<file path="src/rtl/exu_trap_ctrl_pkg.sv">
// Shared definitions for the machine-mode trap controller: CSR map and FSM states.
package exu_trap_ctrl_pkg;

    // Machine-mode CSR addresses served by the trap controller
    localparam logic [11:0] CSR_MSTATUS = 12'h300;
    localparam logic [11:0] CSR_MTVEC   = 12'h305;
    localparam logic [11:0] CSR_MEPC    = 12'h341;
    localparam logic [11:0] CSR_MCAUSE  = 12'h342;
    localparam logic [11:0] CSR_MTVAL   = 12'h343;
    localparam logic [11:0] CSR_MCYCLE  = 12'hB00;
    localparam logic [11:0] CSR_MCYCLEH = 12'hB80;

    // mstatus bit positions
    localparam int unsigned MSTATUS_MIE  = 3;
    localparam int unsigned MSTATUS_MPIE = 7;

    // Redirect FSM: idle, or holding a flush until the IFU takes it
    typedef enum logic {
        StIdle  = 1'b0,
        StFlush = 1'b1
    } state_e;

endpackage

</file>
<file path="src/rtl/exu_cnt64.sv">
// 64-bit free-running mcycle counter with independent low/high half write ports.
// A write to either half replaces it and suppresses that cycle's increment.
module exu_cnt64 (
    input  logic        clk,
    input  logic        rst,
    input  logic        i_wr_lo,
    input  logic        i_wr_hi,
    input  logic [31:0] i_wdata,
    output logic [63:0] o_cnt
);

    logic [63:0] r_cnt;

    // Count every cycle unless software is writing one of the halves
    always_ff @(posedge clk or negedge rst) begin
        if (!rst) begin
            r_cnt <= '0;
        end else if (i_wr_lo) begin
            r_cnt[31:0] <= i_wdata;
        end else if (i_wr_hi) begin
            r_cnt[63:32] <= i_wdata;
        end else begin
            r_cnt <= r_cnt + 64'd1;
        end
    end

    assign o_cnt = r_cnt;

endmodule

</file>
<file path="src/rtl/exu_trap_ctrl.sv">
// Machine-mode trap controller: updates trap CSRs on committed traps/mret,
// issues one registered redirect to the IFU, and serves the CSR access port.
module exu_trap_ctrl
    import exu_trap_ctrl_pkg::*;
#(
    parameter int unsigned      XLEN      = 32,
    parameter logic [XLEN-1:0] MTVEC_RST = 32'h8000_0000
) (
    input  logic            clk,
    input  logic            rst,
    input  logic            trap_i_valid,
    output logic            trap_i_ready,
    input  logic [XLEN-1:0] trap_i_cause,
    input  logic [XLEN-1:0] trap_i_pc,
    input  logic [XLEN-1:0] trap_i_tval,
    input  logic            mret_i_valid,
    output logic            mret_i_ready,
    input  logic            csr_i_ena,
    input  logic            csr_i_wr,
    input  logic [11:0]     csr_i_addr,
    input  logic [XLEN-1:0] csr_i_wdata,
    output logic [XLEN-1:0] csr_o_rdata,
    output logic            flush_o_valid,
    input  logic            flush_i_ready,
    output logic [XLEN-1:0] flush_o_pc,
    output logic            status_o_mie
);

    localparam logic [XLEN-1:0] ALIGN_MASK = ~XLEN'(3);

    state_e          r_state;
    logic [XLEN-1:0] r_flush_pc;
    logic            r_mie;
    logic            r_mpie;
    logic [XLEN-1:0] r_mtvec;
    logic [XLEN-1:0] r_mepc;
    logic [XLEN-1:0] r_mcause;
    logic [XLEN-1:0] r_mtval;

    logic            w_idle;
    logic            w_trap_acc;
    logic            w_mret_acc;
    logic            w_csr_we;
    logic [63:0]     w_cnt;
    logic [XLEN-1:0] w_mstatus;
    logic [XLEN-1:0] w_rdata;

    assign w_idle     = (r_state == StIdle);
    assign w_trap_acc = w_idle & trap_i_valid;
    assign w_mret_acc = w_idle & mret_i_valid & ~trap_i_valid;
    // The instruction behind a CSR write is being flushed if a trap/mret is taken or pending
    assign w_csr_we   = csr_i_ena & csr_i_wr & w_idle & ~w_trap_acc & ~w_mret_acc;

    assign trap_i_ready  = w_idle;
    assign mret_i_ready  = w_idle & ~trap_i_valid;
    assign flush_o_valid = (r_state == StFlush);
    assign flush_o_pc    = r_flush_pc;
    assign status_o_mie  = r_mie;

    // Redirect FSM; the target is captured at accept and held for the whole FLUSH
    always_ff @(posedge clk or negedge rst) begin
        if (!rst) begin
            r_state    <= StIdle;
            r_flush_pc <= '0;
        end else begin
            case (r_state)
                StIdle: begin
                    if (w_trap_acc) begin
                        r_state    <= StFlush;
                        r_flush_pc <= r_mtvec;
                    end else if (w_mret_acc) begin
                        r_state    <= StFlush;
                        r_flush_pc <= r_mepc;
                    end
                end
                StFlush: begin
                    if (flush_i_ready) begin
                        r_state <= StIdle;
                    end
                end
                default: r_state <= StIdle;
            endcase
        end
    end

    // Trap CSR state: trap/mret side effects, otherwise software writes
    always_ff @(posedge clk or negedge rst) begin
        if (!rst) begin
            r_mie    <= 1'b0;
            r_mpie   <= 1'b0;
            r_mtvec  <= MTVEC_RST & ALIGN_MASK;
            r_mepc   <= '0;
            r_mcause <= '0;
            r_mtval  <= '0;
        end else if (w_trap_acc) begin
            r_mepc   <= trap_i_pc & ALIGN_MASK;
            r_mcause <= trap_i_cause;
            r_mtval  <= trap_i_tval;
            r_mpie   <= r_mie;
            r_mie    <= 1'b0;
        end else if (w_mret_acc) begin
            r_mie    <= r_mpie;
            r_mpie   <= 1'b1;
        end else if (w_csr_we) begin
            case (csr_i_addr)
                CSR_MSTATUS: begin
                    r_mie  <= csr_i_wdata[MSTATUS_MIE];
                    r_mpie <= csr_i_wdata[MSTATUS_MPIE];
                end
                CSR_MTVEC:  r_mtvec  <= csr_i_wdata & ALIGN_MASK;
                CSR_MEPC:   r_mepc   <= csr_i_wdata & ALIGN_MASK;
                CSR_MCAUSE: r_mcause <= csr_i_wdata;
                CSR_MTVAL:  r_mtval  <= csr_i_wdata;
                default: ;
            endcase
        end
    end

    exu_cnt64 u_mcycle (
        .clk     (clk),
        .rst     (rst),
        .i_wr_lo (w_csr_we & (csr_i_addr == CSR_MCYCLE)),
        .i_wr_hi (w_csr_we & (csr_i_addr == CSR_MCYCLEH)),
        .i_wdata (csr_i_wdata[31:0]),
        .o_cnt   (w_cnt)
    );

    // mstatus view: MPP hard-wired to machine mode, only MIE/MPIE live
    always_comb begin
        w_mstatus               = '0;
        w_mstatus[12:11]        = 2'b11;
        w_mstatus[MSTATUS_MPIE] = r_mpie;
        w_mstatus[MSTATUS_MIE]  = r_mie;
    end

    // Combinational CSR read mux; unmapped addresses read zero
    always_comb begin
        w_rdata = '0;
        case (csr_i_addr)
            CSR_MSTATUS: w_rdata = w_mstatus;
            CSR_MTVEC:   w_rdata = r_mtvec;
            CSR_MEPC:    w_rdata = r_mepc;
            CSR_MCAUSE:  w_rdata = r_mcause;
            CSR_MTVAL:   w_rdata = r_mtval;
            CSR_MCYCLE:  w_rdata = XLEN'(w_cnt[31:0]);
            CSR_MCYCLEH: w_rdata = XLEN'(w_cnt[63:32]);
            default:     w_rdata = '0;
        endcase
    end

    assign csr_o_rdata = w_rdata;

endmodule

</file>
<file path="config.mk">
export PLATFORM = sky130hd
export DESIGN_NAME = exu_trap_ctrl
export DESIGN_NICKNAME = d
export VERILOG_FILES = /design/src/rtl/exu_trap_ctrl_pkg.sv /design/src/rtl/exu_cnt64.sv /design/src/rtl/exu_trap_ctrl.sv
export SDC_FILE = /design/constraint.sdc
export NUM_CORES = 1
export LEC_CHECK = 0
export ABC_AREA = 1
export CORE_MARGIN = 3
export CORE_UTILIZATION = 55
export CTS_CLUSTER_SIZE = 14
export DETAILED_ROUTE_END_ITERATION = 10
export PLACE_DENSITY = 0.81
export SLEW_MARGIN = 10
export SYNTH_ARGS = -nofsm -noshare
export SYNTH_HDL_FRONTEND = slang
export SYNTH_SLANG_ARGS = --single-unit
</file>
<file path="constraint.sdc">
create_clock -name clk -period 2.1 [get_ports clk]
set_input_delay 0.21 -clock clk [delete_from_list [all_inputs] [get_ports clk]]
set_output_delay 0.21 -clock clk [all_outputs]
set_load 0.1 [all_outputs]
</file>
======== After elaboration in Yosys (flattened, before gate mapping) ========
Cells that the tools add are included.
storage, ports and cells
  output and inout port bits .............. 68
  bits in registers ....................... 225
  bits in latches ......................... 0
  input port bits ......................... 147
  memory bits (writable) .................. 0
  memories kept ........................... 0
  bits in read-only memories .............. 0
cells by class
  div/mod/pow operators ................... 0
  multiply operators ...................... 0
  muxes and demuxes ....................... 30
  equal/unequal tests ..................... 9
  $lt $le $gt $ge ......................... 0
  bitwise logic cells ..................... 14
  $add $sub $neg .......................... 1
  shift operators ......................... 0
  reduce and logical (&&, ||, !) cells .... 13
operators by type and width
  cell                   count
  $mux 32                17
  $pmux 32 s7            1
  $add 64x1->64 const B  1
  $eq 12x10->1 const B   5
  $eq 12x12->1 const B   2
  $mux 1                 11
  $and 1x1->1            10
  $reduce_bool 2->1      5
  $reduce_and 3->1       3
  $reduce_bool 3->1      2
  $not 1->1              4
  $reduce_and 2->1       2
  $reduce_and 4->1       1
  $ne 2x1->1 const B     1
  $ne 2x2->1 const B     1
  $pmux 1 s2             1

======== Logic depth before layout (Yosys ltp) ========
  depth after elaboration ................. 8
  mapped depth ............................ 12

======== By module ========
A second synthesis with hierarchy kept.
second synthesis, totals
  cell total of the unflattened synthesis .. 2261
  area total of the unflattened synthesis .. 14600.3 um2
modules (own cells, without submodules)
  module         area an instance (um2)  cells an instance  seq. area each (um2)  instances
  exu_trap_ctrl  9616.7                  1462               3930.0                1
  exu_cnt64      4983.5                  799                1601.5                1

======== Least setup slack after synthesis ========
OpenSTA, ideal clock, no wires.
  path type ............................... input-to-output
  start ................................... input csr_i_addr[3]
  end ..................................... output csr_o_rdata[1]
  arrival time ............................ 2.487 ns
  path buffers ............................ 1
  cell stages on the path ................. 6
  data required time ...................... 1.890 ns
  path slack .............................. -0.597 ns
  cell sequence ........................... nor2_1 > nand3_2 > nor2_1 > nand2_2 > buf_2 > o2111ai_1
on the way
  word-level cells in the longest chain between the ends .. 2
  elaborated cells between the ends (all ways) .. 8
  classes of those cells .................. eq/ne: 7; mux: 1
ends and longest elaborated chain
  what                                          line                  text
  start, declared                               exu_trap_ctrl.sv:20   input logic [11:0] csr_i_addr,
  $eq 12x12->1 or $eq 12x10->1 (tied branches)  exu_trap_ctrl.sv:139  case (csr_i_addr)
  $pmux 32 s7 *                                 exu_trap_ctrl.sv:139
  end, declared                                 exu_trap_ctrl.sv:22   output logic [XLEN-1:0] csr_o_rdata,
Mark *: on every way between the ends. The rest lies on a longest branch, timed or not.

======== Worst setup path after layout ========
  start ................................... register u_mcycle.r_cnt[3] (netlist: u_mcycle.o_cnt[3])
  end ..................................... output csr_o_rdata[3]
on the way
  word-level cells in the longest chain between the ends .. 1
ends and longest elaborated chain
  what                    line                  text
  start, declared         exu_cnt64.sv:12       logic [63:0] r_cnt;
  start signal, assigned  exu_cnt64.sv:19       r_cnt[31:0] <= i_wdata;
  start signal, assigned  exu_cnt64.sv:23       r_cnt <= r_cnt + 64'd1;
  $pmux 32 s7             exu_trap_ctrl.sv:139
Every way passes these cells.

==> qor.txt <==
CTS Buffer Depth -> 3
Setup TNS Final -> -13.9 ps
Vias in the first global route -> 16.4k
Crit-path cells -> inv_1, o22ai_1, nor2_1, nand3_2, buf_12
Crit. End Element -> primary output
Switching Fraction -> 0.423
DR vias -> 16.6k
Bufs and invs on worst path -> 2
Logic pwr share -> 0.329
Post-route worst setup slack -> -9.11 ps
Cells after Synth -> 2094
Cell Rows -> 56
VDD IR max -> 0.697 mV
Vias per cell -> 6.07
TritonCTS clock tree -> built
Main area contributors after synthesis -> dfrtp_1 (40%), nand2_1 (25%), o21ai_0 (5.7%), nor2_1 (4.9%), inv_1 (4.8%)
Register area share after synthesis -> 0.407
Crit-path max FO -> 4
CP max stage cell -> dfrtp_1
Seq cells post-synth -> 221
Fmax -> 474 MHz
Hold Path Class -> input port to asynchronous set/reset pin
Fin nets -> 2543
CP max stage delay -> 400 ps
Number of synthesized flops with an enable pin -> 0
Clk_skew -> 17.5 ps
YS warnings -> 0
Tot GR Track Use -> 0.451
Max Transition Viols Final -> 0
Crit path DAT -> 1900 ps
H-tree levels -> 1
Final Hold Fails -> 0
N_diodes -> 0
Period utilization -> 1.00
Clk sinks -> 221
Antenna violations before repair -> 0
Leading cell types by count after synthesis -> nand2_1 (908), dfrtp_1 (220), nor2_1 (176)
Die width -> 163 um
Crit start category -> flop
Sequential power share -> 0.387
Cell Area, Placed -> 17400 um2
Core area -> 23900 um2
Failing checks -> setup timing
Layer with the highest usage -> met2
Setup CP Type -> flop to primary output
Routed WL per cell -> 22.2 um
Final HPWL DP -> 41.8 mm
Met3 GRT Util -> 0.136
Post-Syn Area -> 13600 um2
Total power -> 15.6 mW
Share of layout cells above drive strength 1 -> 0.173
Grt ovf -> 0
PD cells -> 826 nW/um2
GPL Wtd Cong -> 1.03
# IOs -> 215
CP top delay family -> flip-flops
Area leader, netlist -> dfrtp_1
Global-route wire length before repair -> 92.3 mm
Root Driver -> clkbuf_16
Pleak -> 9.96 nW
Routed Antenna Nets -> 0
Top cell type's share of synthesized area -> 0.405
Min Tclk post-route -> 2110 ps
Largest net degree at the start of global routing -> 79
Design area -> 18900 um2
M2 GR Usage -> 0.691
Pint -> 9.02 mW
Rel. slew slack -> 0.583
Main synth FF type -> dfrtp_1
Most common cell in the netlist -> nand2_1
# setup viols final -> 2
Yosys cell types -> 38
Final WL -> 60.6 mm
Clock Power Share -> 0.284
Total die area -> 26700 um2
Input/output buffers -> 210
Starting DRT DRC Count -> 2637
R2R Setup Slk -> 20 ps
Area grow syn2layout -> 39.1%
FFs w/ async S/R, synth -> 1.00
Pre-CTS WS -> -361 ps
Maximum capacitance violations -> 0
Initial core utilization -> 0.569
First-pass DRT Iterations -> 9
DRC -> 0
Clk slew on worst S/H paths -> 60 ps
Status -> finished, violations left
Cts bufs inserted -> 25
Die Height -> 163 um
CP required -> 1890 ps
Slew @ Worst Pin -> 625 ps
Util after Layout -> 0.792
Routing usage on met1 -> 0.583
Worst skew pair latency -> 550 ps
Critical Path Start -> u_mcycle.o_cnt[3]$_DFFE_PN0P_
Switch Pwr -> 6.61 mW
Reg2reg start -> flush_o_valid$_DFF_PN0_
Syn avg cell area -> 6.50 um2
-- sequential cells by signal (all words and copies together) (netlist names) --
signal	flops
flush_o_valid	1
r_mepc	30
r_mtvec	30
u_mcycle.o_cnt	64
r_mcause	32
r_mtval	32
status_o_mie	1
r_mpie	1
flush_o_pc	30
-- worst paths after layout --
| kind | to | depth (start not counted) |
|---|---|---|
| setup / recovery | csr_o_rdata[3] | 5 |
| setup reg to reg | r_mtvec[15]$_DFFE_PN0P_ | 7 |
| hold reg to reg | r_mtval[14]$_DFFE_PN0P_ | 2 |
| min in group clk | flush_o_valid$_DFF_PN0_ | 2 |
| hold / removal | u_mcycle.o_cnt[36]$_DFFE_PN0N_ | 2 |
| max in group asynchronous | u_mcycle.o_cnt[54]$_DFFE_PN0N_ | 3 |
-- cell usage in the layout, fill, tap and decap left out, types with 3 or more instances in the layout --
master           count
nand2_1            890
dfrtp_1            218
inv_1              166
nor2_1             163
buf_4              150
o21ai_0            132
clkdlybuf4s50_1    131
nand3_1            102
buf_12              61
a21oi_2             52
a21oi_1             49
nand4_1             39
o21ai_1             32
clkbuf_16           25
nor2_4              18
nand2_2             17
o22ai_1             16
o31ai_1             12
o211ai_1            11
inv_2                9
xor2_1               8
clkinv_2             8
clkbuf_2             7
buf_6                7
o22ai_2              6
nor2_2               6
buf_16               6
nand3_2              5
clkbuf_8             5
nand3_4              4
nand2_4              4
nand3b_1             4
xnor2_1              4
clkbuf_1             4
inv_4                3
nor3_1               3
or2_2                3
dlygate4sd2_1        3
-- layout make-up --
class / instances / area (um2)
clock buffers: 34 / 709
clock inverters: 12 / 109
fillers: 1600 / 4970
inverters: 181 / 703
multi-input cells: 1594 / 7400
flip-flops and latches: 221 / 5540
well taps: 319 / 399
repair buffers: 372 / 4060
-- per-stage QoR --
stage / instances / hold WS (ps)
2_1_floorplan: 2095 / -85.6
3_3_place_gp: 2652 / 223
3_5_place_dp: 2652 / 218
4_1_cts: 2727 / 218
5_1_grt: 2733 / 244
6_report: 2733 / 221
-- power by group through the flow --
stage                     sequential [mW]  combinational (mW)  clock [mW]
after floorplan                      7.60                1.52           0
after global placement               5.95                4.83           0
after detailed placement             5.98                4.96           0
after CTS                            5.94                5.01        4.37
after global routing                 6.08                5.41        4.58
final                                6.05                5.15        4.43
-- metal layers --
metal	vias up	part of all wire
li1	7261	-
met3	311	0.15
met1	7603	0.35
met4	0	0.057
met5	-	0
met2	1408	0.44
-- cells by family after synthesis --
| group | count (synthesis) | synth area share |
|---|---|---|
| adder cells (fa/ha/maj) | 1 | 0.000920 |
| AND/OR/NAND/NOR | 1262 | 0.375 |
| other | 1 | 0.000276 |
| XOR/XNOR | 12 | 0.00773 |
| AO/OA/AOI/OAI | 317 | 0.124 |
| flip-flops | 221 | 0.407 |
| buffers and inverters | 280 | 0.0852 |
-- timing repair --
item / in CTS / in global routing
hold buffers: 1 / 0
setup buffers: 20 / 7
gates resized for setup: 84 / 39
endpoints found under the setup margin: 32 / 55
cloned: 9 / 0
pin swaps: 26 / 22
endpoints found under the hold margin: 63 / 0
-- worst register-to-register path, stage by stage, from the launching register on --
cell and delay (ps):
dfrtp_4 520, nor2_4 110, nand3_2 140, nor2_4 180
buf_4 180, nand2_1 130, buf_12 200, o21ai_0 470
No activity file was read; power rests on OpenSTA's default activity.
